<file path="config.mk">
export PLATFORM = sky130hd
export DESIGN_NAME = riscv_seq_divider
export DESIGN_NICKNAME = d
export VERILOG_FILES = /design/src/rtl/riscv_seq_divider.sv
export SDC_FILE = /design/constraint.sdc
export NUM_CORES = 1
export LEC_CHECK = 0
export CAP_MARGIN = 30
export CORE_MARGIN = 8
export CORE_UTILIZATION = 25
export DETAILED_ROUTE_END_ITERATION = 6
export GPL_TIMING_DRIVEN = 0
export PLACE_DENSITY = 0.43
export SLEW_MARGIN = 15
export SYNTH_ARGS = -nofsm -noshare
export SYNTH_HDL_FRONTEND = slang
export SYNTH_SLANG_ARGS = --single-unit
</file>
<file path="constraint.sdc">
create_clock -name clk -period 3.65 [get_ports clk]
set_clock_uncertainty 0.1 [all_clocks]
set_input_delay 0.73 -clock clk [delete_from_list [all_inputs] [get_ports clk]]
set_output_delay 0.73 -clock clk [all_outputs]
set_load 0.02 [all_outputs]
</file>
<file path="src/rtl/riscv_seq_divider.sv">
// rtl/riscv_seq_divider.sv - multi-cycle RISC-V DIV/DIVU/REM/REMU unit
// Restoring divider, one quotient bit per cycle; zero divisor and signed overflow bypass the loop.
module riscv_seq_divider #(
  parameter int WIDTH = 32
) (
  input  logic             clk,
  input  logic             rst,
  input  logic             start,
  input  logic [1:0]       op,
  input  logic [WIDTH-1:0] dividend,
  input  logic [WIDTH-1:0] divisor,
  output logic             busy,
  output logic             done,
  output logic [WIDTH-1:0] result,
  output logic             div_by_zero
);

  localparam logic [1:0] S_IDLE = 2'd0;
  localparam logic [1:0] S_CALC = 2'd1;
  localparam logic [1:0] S_FIX  = 2'd2;
  localparam logic [1:0] S_DONE = 2'd3;

  localparam int CW = $clog2(WIDTH) + 1;
  localparam logic [CW-1:0]    CNT_LAST = CW'(WIDTH - 1);
  localparam logic [WIDTH-1:0] MOST_NEG = {1'b1, {(WIDTH-1){1'b0}}};

  logic [1:0]       state_q, state_d;
  logic [CW-1:0]    cnt_q, cnt_d;
  logic [WIDTH:0]   rem_q, rem_d;
  logic [WIDTH-1:0] quo_q, quo_d;
  logic [WIDTH-1:0] dvsr_q, dvsr_d;
  logic             sel_rem_q, sel_rem_d;
  logic             negq_q, negq_d;
  logic             negr_q, negr_d;
  logic [WIDTH-1:0] result_q, result_d;
  logic             dbz_q, dbz_d;
  logic             done_q, done_d;

  logic             signed_op, a_neg, b_neg;
  logic [WIDTH-1:0] a_mag, b_mag;
  logic [WIDTH+1:0] shifted, diff;
  logic [WIDTH-1:0] q_fix, r_fix;

  always_comb begin
    signed_op = ~op[0];
    a_neg     = signed_op & dividend[WIDTH-1];
    b_neg     = signed_op & divisor[WIDTH-1];
    // Negating the most-negative value wraps to itself, which read unsigned is its magnitude.
    a_mag     = a_neg ? -dividend : dividend;
    b_mag     = b_neg ? -divisor  : divisor;
    // The partial remainder stays below the divisor, so the extra top bit acts as the borrow.
    shifted   = {rem_q, quo_q[WIDTH-1]};
    diff      = shifted - {2'b00, dvsr_q};
    q_fix     = negq_q ? -quo_q : quo_q;
    r_fix     = negr_q ? -rem_q[WIDTH-1:0] : rem_q[WIDTH-1:0];

    state_d   = state_q;
    cnt_d     = cnt_q;
    rem_d     = rem_q;
    quo_d     = quo_q;
    dvsr_d    = dvsr_q;
    sel_rem_d = sel_rem_q;
    negq_d    = negq_q;
    negr_d    = negr_q;
    result_d  = result_q;
    dbz_d     = dbz_q;
    done_d    = 1'b0;

    case (state_q)
      S_IDLE, S_DONE: begin
        if (start) begin
          sel_rem_d = op[1];
          negq_d    = a_neg ^ b_neg;
          negr_d    = a_neg;
          dvsr_d    = b_mag;
          quo_d     = a_mag;
          rem_d     = '0;
          cnt_d     = '0;
          if (divisor == '0) begin
            result_d = op[1] ? dividend : '1;
            dbz_d    = 1'b1;
            done_d   = 1'b1;
            state_d  = S_DONE;
          end else if (signed_op && dividend == MOST_NEG && divisor == '1) begin
            result_d = op[1] ? '0 : dividend;
            dbz_d    = 1'b0;
            done_d   = 1'b1;
            state_d  = S_DONE;
          end else begin
            state_d  = S_CALC;
          end
        end else if (state_q == S_DONE) begin
          state_d = S_IDLE;
        end
      end
      S_CALC: begin
        if (!diff[WIDTH+1]) begin
          rem_d = diff[WIDTH:0];
          quo_d = {quo_q[WIDTH-2:0], 1'b1};
        end else begin
          rem_d = shifted[WIDTH:0];
          quo_d = {quo_q[WIDTH-2:0], 1'b0};
        end
        cnt_d = cnt_q + CW'(1);
        if (cnt_q == CNT_LAST) state_d = S_FIX;
      end
      default: begin
        result_d = sel_rem_q ? r_fix : q_fix;
        dbz_d    = 1'b0;
        done_d   = 1'b1;
        state_d  = S_DONE;
      end
    endcase
  end

  always_ff @(posedge clk or negedge rst) begin
    if (!rst) begin
      state_q   <= S_IDLE;
      cnt_q     <= '0;
      rem_q     <= '0;
      quo_q     <= '0;
      dvsr_q    <= '0;
      sel_rem_q <= 1'b0;
      negq_q    <= 1'b0;
      negr_q    <= 1'b0;
      result_q  <= '0;
      dbz_q     <= 1'b0;
      done_q    <= 1'b0;
    end else begin
      state_q   <= state_d;
      cnt_q     <= cnt_d;
      rem_q     <= rem_d;
      quo_q     <= quo_d;
      dvsr_q    <= dvsr_d;
      sel_rem_q <= sel_rem_d;
      negq_q    <= negq_d;
      negr_q    <= negr_d;
      result_q  <= result_d;
      dbz_q     <= dbz_d;
      done_q    <= done_d;
    end
  end

  assign busy        = (state_q == S_CALC) || (state_q == S_FIX);
  assign done        = done_q;
  assign result      = result_q;
  assign div_by_zero = dbz_q;

endmodule

</file>
==> flow_summary.toml <==
[run_status]
outcome = "complete, no violations"

[synth]
yosysWarningCount = 0
async_reset_ff_share_pct = 100
synth_top_area_share_pct = 31.3
syn_nets = 1546
most_common_cell_in_the_netlist = "sky130_fd_sc_hd__nand2_1"
leading_area_contributor_after_synthesis = "sky130_fd_sc_hd__dfrtp_1"
synth_top_cells_by_area = "sky130_fd_sc_hd__dfrtp_1 31%, sky130_fd_sc_hd__o21ai_0 7.1%, sky130_fd_sc_hd__xnor2_1 6.1%"
synthTopCellsByCount = "163 x sky130_fd_sc_hd__nand2_1, 161 x sky130_fd_sc_hd__o21ai_0, 142 x sky130_fd_sc_hd__dfrtp_1, 134 x sky130_fd_sc_hd__a21oi_1, 126 x sky130_fd_sc_hd__nor2_1"
netlist_instances = 1435
dominantRegCellSynth = "sky130_fd_sc_hd__dfrtp_1"
synth-edff-count = 0
synth_sequential_area_ratio_pct = 31.3
synth.ff_latch_count = 142
netlist-cell-type-count = 73
synth_area_mm2 = 0.0114
postSynthAreaPerCell_um2 = 7.92

[placed_design]
io_buffers = 103
dp.final_hpwl_um = 35000
dp_cells = 2140
place_congestion = 0.883

[floorplanning]
floorplan.die.width_um = 229
fp.coreArea_mm2 = 0.0452
die_outline_area_mm2 = 0.0526
io-pin-count = 104
initial_utilization_pct = 25.2
die_y_um = 229
rows = 78

[final_layout]
final_net_count = 1673
layout-area-overhead-vs-synth_pct = 22.3
antennaDiodeCount = 0
n_fill_cell = 4838
final_cells = 2174
layout-drive-gt1-share_pct = 5.65

[routing]
drtIter0Drc = 953
via_count = 11100
finalWirelength_um = 44300
detailedRoute.firstPassIterationCount = 5
vias_per_cell = 5.12
routed_wire_length_per_instance_um = 20.4
route.detailed.drc = 0
route.antenna.remaining_nets = 0

[clocking]
cts-buffers-inserted = 17
cts-root-to-sink-buffers = 2
tritoncts_clock_tree = "done"
clk_sink_count = 142
cts_root_buffer = "sky130_fd_sc_hd__clkbuf_16"
htree_levels = 4
clk_pin_slew_ps = 70
clkLatencyLatePin_ps = 450

[sta]
min_period_over_period_pct = 97.9
worst_slew_pin_slew_ps = 869
report.final.slew_viol_count = 0
relSlewSlack_pct = 41.8
hold_viol_final = 0
min_period_ps = 3570
timing.setup.tns_ps = 0
highest_clock_rate_ghz = 0.280
rsz0062_at_grt = "true"
final_setup_violation_count = 0

[grt]
global_route_wire_length_before_repair_um = 67000
grt_overall_usage_pct = 16.4
first_global_vias = 10800
overflow = 0
initial_antenna_violation_count = 0
grt_start_max_net_pins = 88

[worst_setup_path]
critical_path_arrival_ps = 3800
worst_setup_path_start = "dividend[10]"
timing.setup.critical_path_class = "in -> reg"
crit_path_max_fanout = 10
cp-start-kind = "input pin"
cp_data_required_time_ps = 3880
crit_path_end_kind = "register"
worstReg2RegStart = "quo_q[31]"

[hold_path]
hold_path_class = "in -> async"

[flow_run]
maxCapViolations = 0

[pwr]
vdd.ir_drop.worst_mv = 0.333
p_total_mw = 14.7
power.leakage_nw = 5.48
power_density_mw_per_mm2 = 1060
layer usage:
metal	part of all wire [%]	track usage (%)
met1	48	22.8
met2	45	25.7
met3	4.3	2.34
met4	3.0	5.66
met5	0	0
flip-flops by register name, summed over array words and instances (netlist names):
register / flops
rem_q: 33
dvsr_q: 32
quo_q: 32
result: 32
cnt_q: 6
state_q: 2
div_by_zero: 1
done: 1
negq_q: 1
negr_q: 1
sel_rem_q: 1
power by group:
group	leakage (nW)	switching, mW	internal, mW
registers	1.77	0.817	2.34
logic	3.40	5.97	3.59
clock network	0.308	0.764	1.21
total	5.48	7.55	7.14
worst paths after layout:
kind                                   end  slack, ps  depth (start not counted)
worst max register to register   rem_q[32]        210                         13
worst min register to register  dvsr_q[11]        380                          2
worst max-delay path            result[20]         80                         11
worst min-delay path            dvsr_q[15]         90                          1
max in group asynchronous        quo_q[11]       2500                          2
min in group clk                dvsr_q[11]        380                          2
worst max-delay path, cell delays in order:
cell                              delay [ps]
sky130_fd_sc_hd__clkdlybuf4s50_1         540
sky130_fd_sc_hd__nor4_2                  450
sky130_fd_sc_hd__nand4_1                 320
sky130_fd_sc_hd__nand2b_1                290
sky130_fd_sc_hd__nor2_1                  360
sky130_fd_sc_hd__a31o_2                  240
sky130_fd_sc_hd__nand2_1                 120
sky130_fd_sc_hd__a21o_1                  230
sky130_fd_sc_hd__buf_2                   220
sky130_fd_sc_hd__a22oi_1                 210
sky130_fd_sc_hd__o31ai_1                  90
placed cells by master (no fill, tap or decap), drive strengths merged, types with 18 or more instances in the layout:
cell type / Yosys / routed
nand2: 163 / 163
o21ai: 163 / 163
dfrtp: 142 / 142
a21oi: 136 / 136
nor2: 126 / 126
clkdlybuf4s50: 0 / 102
clkbuf: 62 / 84
xnor2: 79 / 79
xor2: 62 / 62
inv: 56 / 56
ha: 41 / 41
nand3: 31 / 31
or3: 28 / 28
o31ai: 27 / 27
buf: 20 / 26
mux2i: 25 / 25
nor3: 25 / 25
a211oi: 25 / 25
o211ai: 24 / 24
a31oi: 18 / 18
maj3: 18 / 18
timing repair:
item	4_1_cts	5_1_grt
pin swaps	1	3
cloned	0	0
setup buffers	2	1
gates resized for setup	6	8
endpoints found under the setup margin	33	46
hold buffers	0	0
cell type report:
type / count / area (um^2) / area share (%)
timing repair buffer: 108 / 1100 / 7.93
clock buffer: 22 / 484 / 3.48
tap: 600 / 751 / 5.40
multi-input combinational: 1155 / 7300 / 52.5
buffer: 82 / 352 / 2.53
clock inverter: 9 / 158 / 1.13
inverter: 56 / 210 / 1.51
sequential: 142 / 3550 / 25.5
per-stage QoR:
stage / hold WS [ps] / instance area [um^2] / utilization [%] / worst slack [ps]
after floorplan: 334 / 11400 / - / 787
after global placement: 370 / 13200 / 29.1 / -4740
after detailed placement: 371 / 13200 / 29.2 / -746
after CTS: 115 / 13900 / 30.7 / 31.3
after global routing: 131 / 13900 / 30.8 / -57.3
final: 86.0 / 13900 / 30.8 / 75.6
cell families (layout without fill, tap and decap cells):
family / Yosys count / count (layout) / synth area share, %
flops: 142 / 142 / 31.3
mux: 26 / 26 / 2.30
simple gates: 464 / 464 / 19.7
fa+ha+maj: 60 / 60 / 6.27
xor+xnor: 141 / 141 / 10.9
compound gates: 464 / 464 / 24.7
buf+inv: 138 / 277 / 4.86
Note: power is estimated with default switching activity, not from simulation.
